`src/rtl/rocket_pkg.sv`:
```
// Shared encodings for the Rocket tile core enable sequencer: commands, responses, FSM states.

package rocket_pkg;

  typedef enum logic [1:0] {
    CmdNop     = 2'd0,
    CmdStart   = 2'd1,
    CmdStop    = 2'd2,
    CmdRestart = 2'd3
  } cmd_e;

  typedef enum logic [1:0] {
    RespOk      = 2'd0,
    RespTimeout = 2'd1,
    RespIllegal = 2'd2
  } resp_e;

  typedef enum logic [2:0] {
    StOff      = 3'd0,
    StStarting = 3'd1,
    StRunning  = 3'd2,
    StDrain    = 3'd3,
    StOffHold  = 3'd4
  } seq_state_e;

  function automatic int unsigned max3(input int unsigned a, input int unsigned b,
                                       input int unsigned c);
    int unsigned m;
    m = (a > b) ? a : b;
    return (m > c) ? m : c;
  endfunction

endpackage

```
`src/rtl/rocket_core_seq.sv`:
```
// Core enable sequencer: start settle, halt-request drain with timeout, and minimum off time
// before a command completes. All outputs are registered from the next state.

module rocket_core_seq
  import rocket_pkg::*;
#(
  parameter int unsigned START_CYCLES = 16,
  parameter int unsigned STOP_TIMEOUT = 1024,
  parameter int unsigned MIN_OFF      = 8
) (
  input  logic       clk_i,
  input  logic       reset_i,
  input  logic       cmd_valid_i,
  output logic       cmd_ready_o,
  input  logic [1:0] cmd_i,
  output logic       resp_valid_o,
  output logic [1:0] resp_code_o,
  output logic       core_en_o,
  output logic       halt_req_o,
  input  logic       core_idle_i,
  output logic       running_o,
  output logic       busy_o
);

  localparam int unsigned CntMax = max3(START_CYCLES, STOP_TIMEOUT, MIN_OFF);
  localparam int unsigned CntW   = $clog2(CntMax + 1);

  typedef logic [CntW-1:0] cnt_t;

  localparam cnt_t StartLoad = cnt_t'(START_CYCLES);
  localparam cnt_t StopLoad  = cnt_t'(STOP_TIMEOUT);
  localparam cnt_t OffLoad   = cnt_t'(MIN_OFF);
  localparam cnt_t CntOne    = cnt_t'(1);

  seq_state_e state_q, state_d;
  cnt_t       cnt_q, cnt_d;
  logic       restart_pending_q, restart_pending_d;
  logic       timed_out_q, timed_out_d;
  logic       resp_valid_d;
  logic [1:0] resp_code_d;
  logic       accept;
  logic       cnt_last;

  // cmd_ready_o is registered from the state, so it is exactly "state is OFF or RUNNING".
  assign accept   = cmd_valid_i & cmd_ready_o;
  // A timed state loaded with N at entry lasts N cycles.
  assign cnt_last = (cnt_q <= CntOne);

  always_comb begin
    state_d           = state_q;
    cnt_d             = (cnt_q != '0) ? cnt_q - CntOne : cnt_q;
    restart_pending_d = restart_pending_q;
    timed_out_d       = timed_out_q;
    resp_valid_d      = 1'b0;
    resp_code_d       = RespOk;

    unique case (state_q)
      StOff: begin
        if (accept) begin
          unique case (cmd_e'(cmd_i))
            CmdStart: begin
              state_d = StStarting;
              cnt_d   = StartLoad;
            end
            CmdStop, CmdRestart: begin
              resp_valid_d = 1'b1;
              resp_code_d  = RespIllegal;
            end
            default: ;
          endcase
        end
      end

      StStarting: begin
        if (cnt_last) begin
          state_d           = StRunning;
          resp_valid_d      = 1'b1;
          resp_code_d       = timed_out_q ? RespTimeout : RespOk;
          restart_pending_d = 1'b0;
          timed_out_d       = 1'b0;
        end
      end

      StRunning: begin
        if (accept) begin
          unique case (cmd_e'(cmd_i))
            CmdStart: begin
              resp_valid_d = 1'b1;
              resp_code_d  = RespIllegal;
            end
            CmdStop, CmdRestart: begin
              state_d           = StDrain;
              cnt_d             = StopLoad;
              restart_pending_d = (cmd_e'(cmd_i) == CmdRestart);
            end
            default: ;
          endcase
        end
      end

      StDrain: begin
        // Idle takes priority over expiry in the same cycle.
        if (core_idle_i) begin
          state_d = StOffHold;
          cnt_d   = OffLoad;
        end else if (cnt_last) begin
          state_d     = StOffHold;
          cnt_d       = OffLoad;
          timed_out_d = 1'b1;
        end
      end

      StOffHold: begin
        if (cnt_last) begin
          if (restart_pending_q) begin
            state_d = StStarting;
            cnt_d   = StartLoad;
          end else begin
            state_d           = StOff;
            resp_valid_d      = 1'b1;
            resp_code_d       = timed_out_q ? RespTimeout : RespOk;
            restart_pending_d = 1'b0;
            timed_out_d       = 1'b0;
          end
        end
      end

      default: begin
        state_d = StOff;
        cnt_d   = '0;
      end
    endcase
  end

  always_ff @(posedge clk_i) begin
    if (reset_i) begin
      state_q           <= StOff;
      cnt_q             <= '0;
      restart_pending_q <= 1'b0;
      timed_out_q       <= 1'b0;
      resp_valid_o      <= 1'b0;
      resp_code_o       <= RespOk;
      core_en_o         <= 1'b0;
      halt_req_o        <= 1'b0;
      running_o         <= 1'b0;
      busy_o            <= 1'b0;
      cmd_ready_o       <= 1'b1;
    end else begin
      state_q           <= state_d;
      cnt_q             <= cnt_d;
      restart_pending_q <= restart_pending_d;
      timed_out_q       <= timed_out_d;
      resp_valid_o      <= resp_valid_d;
      resp_code_o       <= resp_code_d;
      core_en_o         <= (state_d == StStarting) || (state_d == StRunning) ||
                           (state_d == StDrain);
      halt_req_o        <= (state_d == StDrain);
      running_o         <= (state_d == StRunning);
      busy_o            <= (state_d == StStarting) || (state_d == StDrain) ||
                           (state_d == StOffHold);
      cmd_ready_o       <= (state_d == StOff) || (state_d == StRunning);
    end
  end

endmodule

```
`config.mk`:
```
export PLATFORM = sky130hd
export DESIGN_NAME = rocket_core_seq
export DESIGN_NICKNAME = d
export VERILOG_FILES = /design/src/rtl/rocket_pkg.sv /design/src/rtl/rocket_core_seq.sv
export SDC_FILE = /design/constraint.sdc
export NUM_CORES = 1
export LEC_CHECK = 0
export CAP_MARGIN = 5
export CORE_MARGIN = 8
export CORE_UTILIZATION = 45
export CTS_CLUSTER_DIAMETER = 80
export DETAILED_ROUTE_END_ITERATION = 12
export HOLD_SLACK_MARGIN = 0.02
export PLACE_DENSITY = 0.7
export SETUP_SLACK_MARGIN = 0.5
export SLEW_MARGIN = 20
export SYNTH_ARGS = -nofsm -noshare
export SYNTH_HDL_FRONTEND = slang
export SYNTH_SLANG_ARGS = --single-unit
```
`constraint.sdc`:
```
create_clock -name clk_i -period 2.6 [get_ports clk_i]
set_clock_uncertainty 0.1 [all_clocks]
set_input_delay 0.26 -clock clk_i [delete_from_list [all_inputs] [get_ports clk_i]]
set_output_delay 0.26 -clock clk_i [all_outputs]
set_load 0.01 [all_outputs]
```
==> summary.md <==
| Metric | Value |
|---|---|
| Outcome | finished clean |
| First-pass GRT wire length | between 4000 and 5000 µm |
| Max IR drop VDD | 0.804 mV |
| Post-synth EDFFs | 0 |
| Worst R2R Path Depth | 8 |
| Worst hold path cell count | 1 |
| Final hold violations | 0 |
| Total grt overflow | 0 |
| DRT Pass-1 Iters | 4 |
| Critical path startpoint category | primary input |
| Async SR Flop Fraction | 0% |
| Pwr Density | 1190 nW/µm² |
| Die height | a little under 70 µm |
| CP top delay family | simple AND/OR/NAND/NOR gates |
| Critical path type | primary input to flop |
| Synth top area share | 37.7% |
| Biggest regs | cnt_q (11), state_q (3), resp_code_o (2) |
| Fin Hold WS | 0.424 ns |
| Worst r2r dst | cnt_q[8] |
| Pleak | 0.608 nW |
| Cell Area, Placed | 1420 µm² |
| Average wire per standard cell | 15.7 µm |
| Layout area overhead | 23.5% |
| Gr usage total | 11.5% |
| Reg-to-reg setup timing slack | 0.54 ns |
| Setup TNS | 0 ns |
| Mapped Nets | 153 |
| GPL Wtd Cong | roughly 0.9 |
| Worst Tran Pin Value | between 0.5 and 0.6 ns |
| Final Util | 57.6% |
| Placeable Area | 2730 µm² |
| Max Buffers Root-to-Sink | 2 |
| Placed instance count | 183 |
| Vias in the first global route | 1,095 |
| Starting Density | between 40% and 50% |
| Final Max Slew Viols | 0 |
| Initial antenna violation count | 0 |
| Tot Pwr | 1.87 mW |
| Pin count of the biggest net entering global routing | 16 |
| Cts hold-fix bufs | 0 |
| CTS tree | built |
| Post-synthesis sequential area ratio | 37.7% |
| Tmin final | 2.11 ns |
| Worst r2r src | cnt_q[1] |
| Yosys cell types | 46 |
| Reg with most FFs | cnt_q |
| Worst rel slew slack | 61.7% |
| Antenna Diode Count | 0 |
| Largest register FFs | 11 |
| Setup ws final | slightly below 0.5 ns |
| Clock slew at reported path FFs | about 0.13 ns |
| Fin nets | 175 |
| Vias/cell | 6.01 |
| Antenna-violating nets left | 0 |
| Arrival time worst endpoint | 2.23 ns |
| Boundary pin count | 14 |
| CP max-delay cell | nor4b_1 |
| Row Count | 19 |
| # clock sinks | 24 |
| Die extent in x | 69.2 µm |
| Highest Clock Rate | 474 MHz |
| Syn Inst Count | 144 |
| Drt total wl | 3080 µm |
| Cell breakdown of the critical path | clkdlybuf4s50_1 > nor2b_1 > nor4b_1 > o32ai_4 > o31ai_4 > buf_4 > nor3_1 |
| Post-DP HPWL | 2060 µm |
| Avg Inst Size Synth | 8.85 µm² |
| Hold Path Sink | resp_code_o[0] |
| Top_reg_cell synth | dfxtp_1 |
| Area contributors post-synth | dfxtp_1, nor2_1, nor3_1 |
| Dpl ws | 0.317 ns |
| Share of cells above drive strength 1 | 15.8% |
| Htree depth | 1 |
| Post-route DRC | 0 |
| Most area-hungry cell type in the Yosys netlist | dfxtp_1 |
| RSZ-0062 raised after global routing | false |
| Final setup fails | 0 |
| Hold Startpoint | timed_out_q |
| Critical path buffers and inverters | 2 |
| Clock root buffer | clkbuf_4 |
| CP required | 2.72 ns |
| Cell Area, Synth | 1270 µm² |
| Clk Latency, worst-skew pair | approximately 0.32 ns |
| Worst Hold Class | flop to flop |
| Max-Cap Viols | 0 |
| DR iter-0 viols | a little over 80 |
| Final Cell Area | roughly 1600 µm² |
| Non-filler instance count after layout | about 200 |
| Area of the die | between 4000 and 5000 µm² |
| Worst path max stage delay | 0.52 ns |
| Yosys synthesis warning count | 0 |
| CTS Buf Count | 3 |
| Port Buffer Count | 13 |
| Part of the cycle the worst path needs | 81.2% |
| CP max FO | 8 |
| #FFs+latches synth | 24 |
| Crit. End Element | flop |
| Vias | 1,178 |
## cells in the mapped netlist (all sizes together) (2+ instances only)
cell type,instances
dfxtp,24
a221oi,2
xnor2,3
a21oi,3
nand2,5
clkbuf,4
a21o,2
o21ai,5
a31oi,3
nor4b,2
o31ai,3
mux2i,2
inv,6
or2,2
ha,3
nand3,6
and4,2
a211oi,3
nor3b,2
nor2b,7
nor2,18
nor4,5
xor2,5
nor3,10
buf,2
## area by class of cell
class	instances	area (µm²)
inverter	6	22.5
timing repair buffer	22	198
clock buffer	3	22.5
sequential	24	483
clock inverter	1	30.0
multi-input combinational	109	779
fill	259	1160
tap	31	38.8
## metal layers
layer  global-route usage, %  wire, µm  vias up
li1                        -         -      562
met1                    13.4      1320      547
met2                    19.5      1440       56
met3                    3.15       228       13
met4                    4.10        89        0
met5                       0         0        -
## placed cells by master, fill, tap and decap left out, types with 2 or more instances in the layout
cell type / netlist / layout
clkdlybuf4s50_1: 0 / 13
nor3_1: 10 / 9
nor3b_1: 2 / 2
ha_1: 3 / 3
inv_1: 6 / 6
mux2i_1: 2 / 2
nand2_1: 5 / 5
clkbuf_4: 0 / 3
xor2_1: 5 / 5
nor4_1: 3 / 3
a21o_1: 2 / 2
a211oi_1: 3 / 3
o21ai_0: 4 / 4
nor2b_1: 7 / 7
dfxtp_2: 0 / 2
a31oi_1: 3 / 3
buf_4: 0 / 9
nor4_4: 2 / 2
nor4b_1: 2 / 2
a21oi_1: 3 / 3
nor2_1: 18 / 18
dfxtp_1: 24 / 22
nand3_1: 6 / 6
o31ai_1: 2 / 2
xnor2_1: 3 / 3
## how the worst max path moves through the flow
stage	to	start	slack [ns]	cells past startpoint
floorplan	cnt_q[4]	cnt_q[1]	0.69	7
global placement	cnt_q[8]	cmd_i[0]	0.37	6
detailed placement	cnt_q[8]	cmd_i[0]	0.32	6
CTS	cnt_q[8]	cnt_q[5]	0.52	5
global route	cnt_q[8]	cmd_i[0]	0.42	7
finish	cnt_q[8]	cmd_i[0]	0.49	7
## timing repair
action,4_1_cts,5_1_grt
pin swaps,2,6
cloned,0,1
gates resized for setup,1,5
endpoints found under the setup margin,9,16
setup buffers,0,8
## where the power goes
group	switching, mW	total [mW]	internal (mW)	leakage [nW]
Combinational	0.523	1.01	0.491	0.383
Sequential	0.122	0.586	0.464	0.197
Clock	0.115	0.271	0.156	0.0279
Total	0.760	1.87	1.11	0.608
## cell families after synthesis
kind of cell / count (synthesis) / synth area share [%]
simple gates: 67 / 30.8
compound gates: 28 / 17.3
flops: 24 / 37.7
buf+inv: 12 / 4.22
xor+xnor: 8 / 5.50
fa+ha+maj: 3 / 2.94
mux: 2 / 1.57
(Power assumes the default switching activity.)
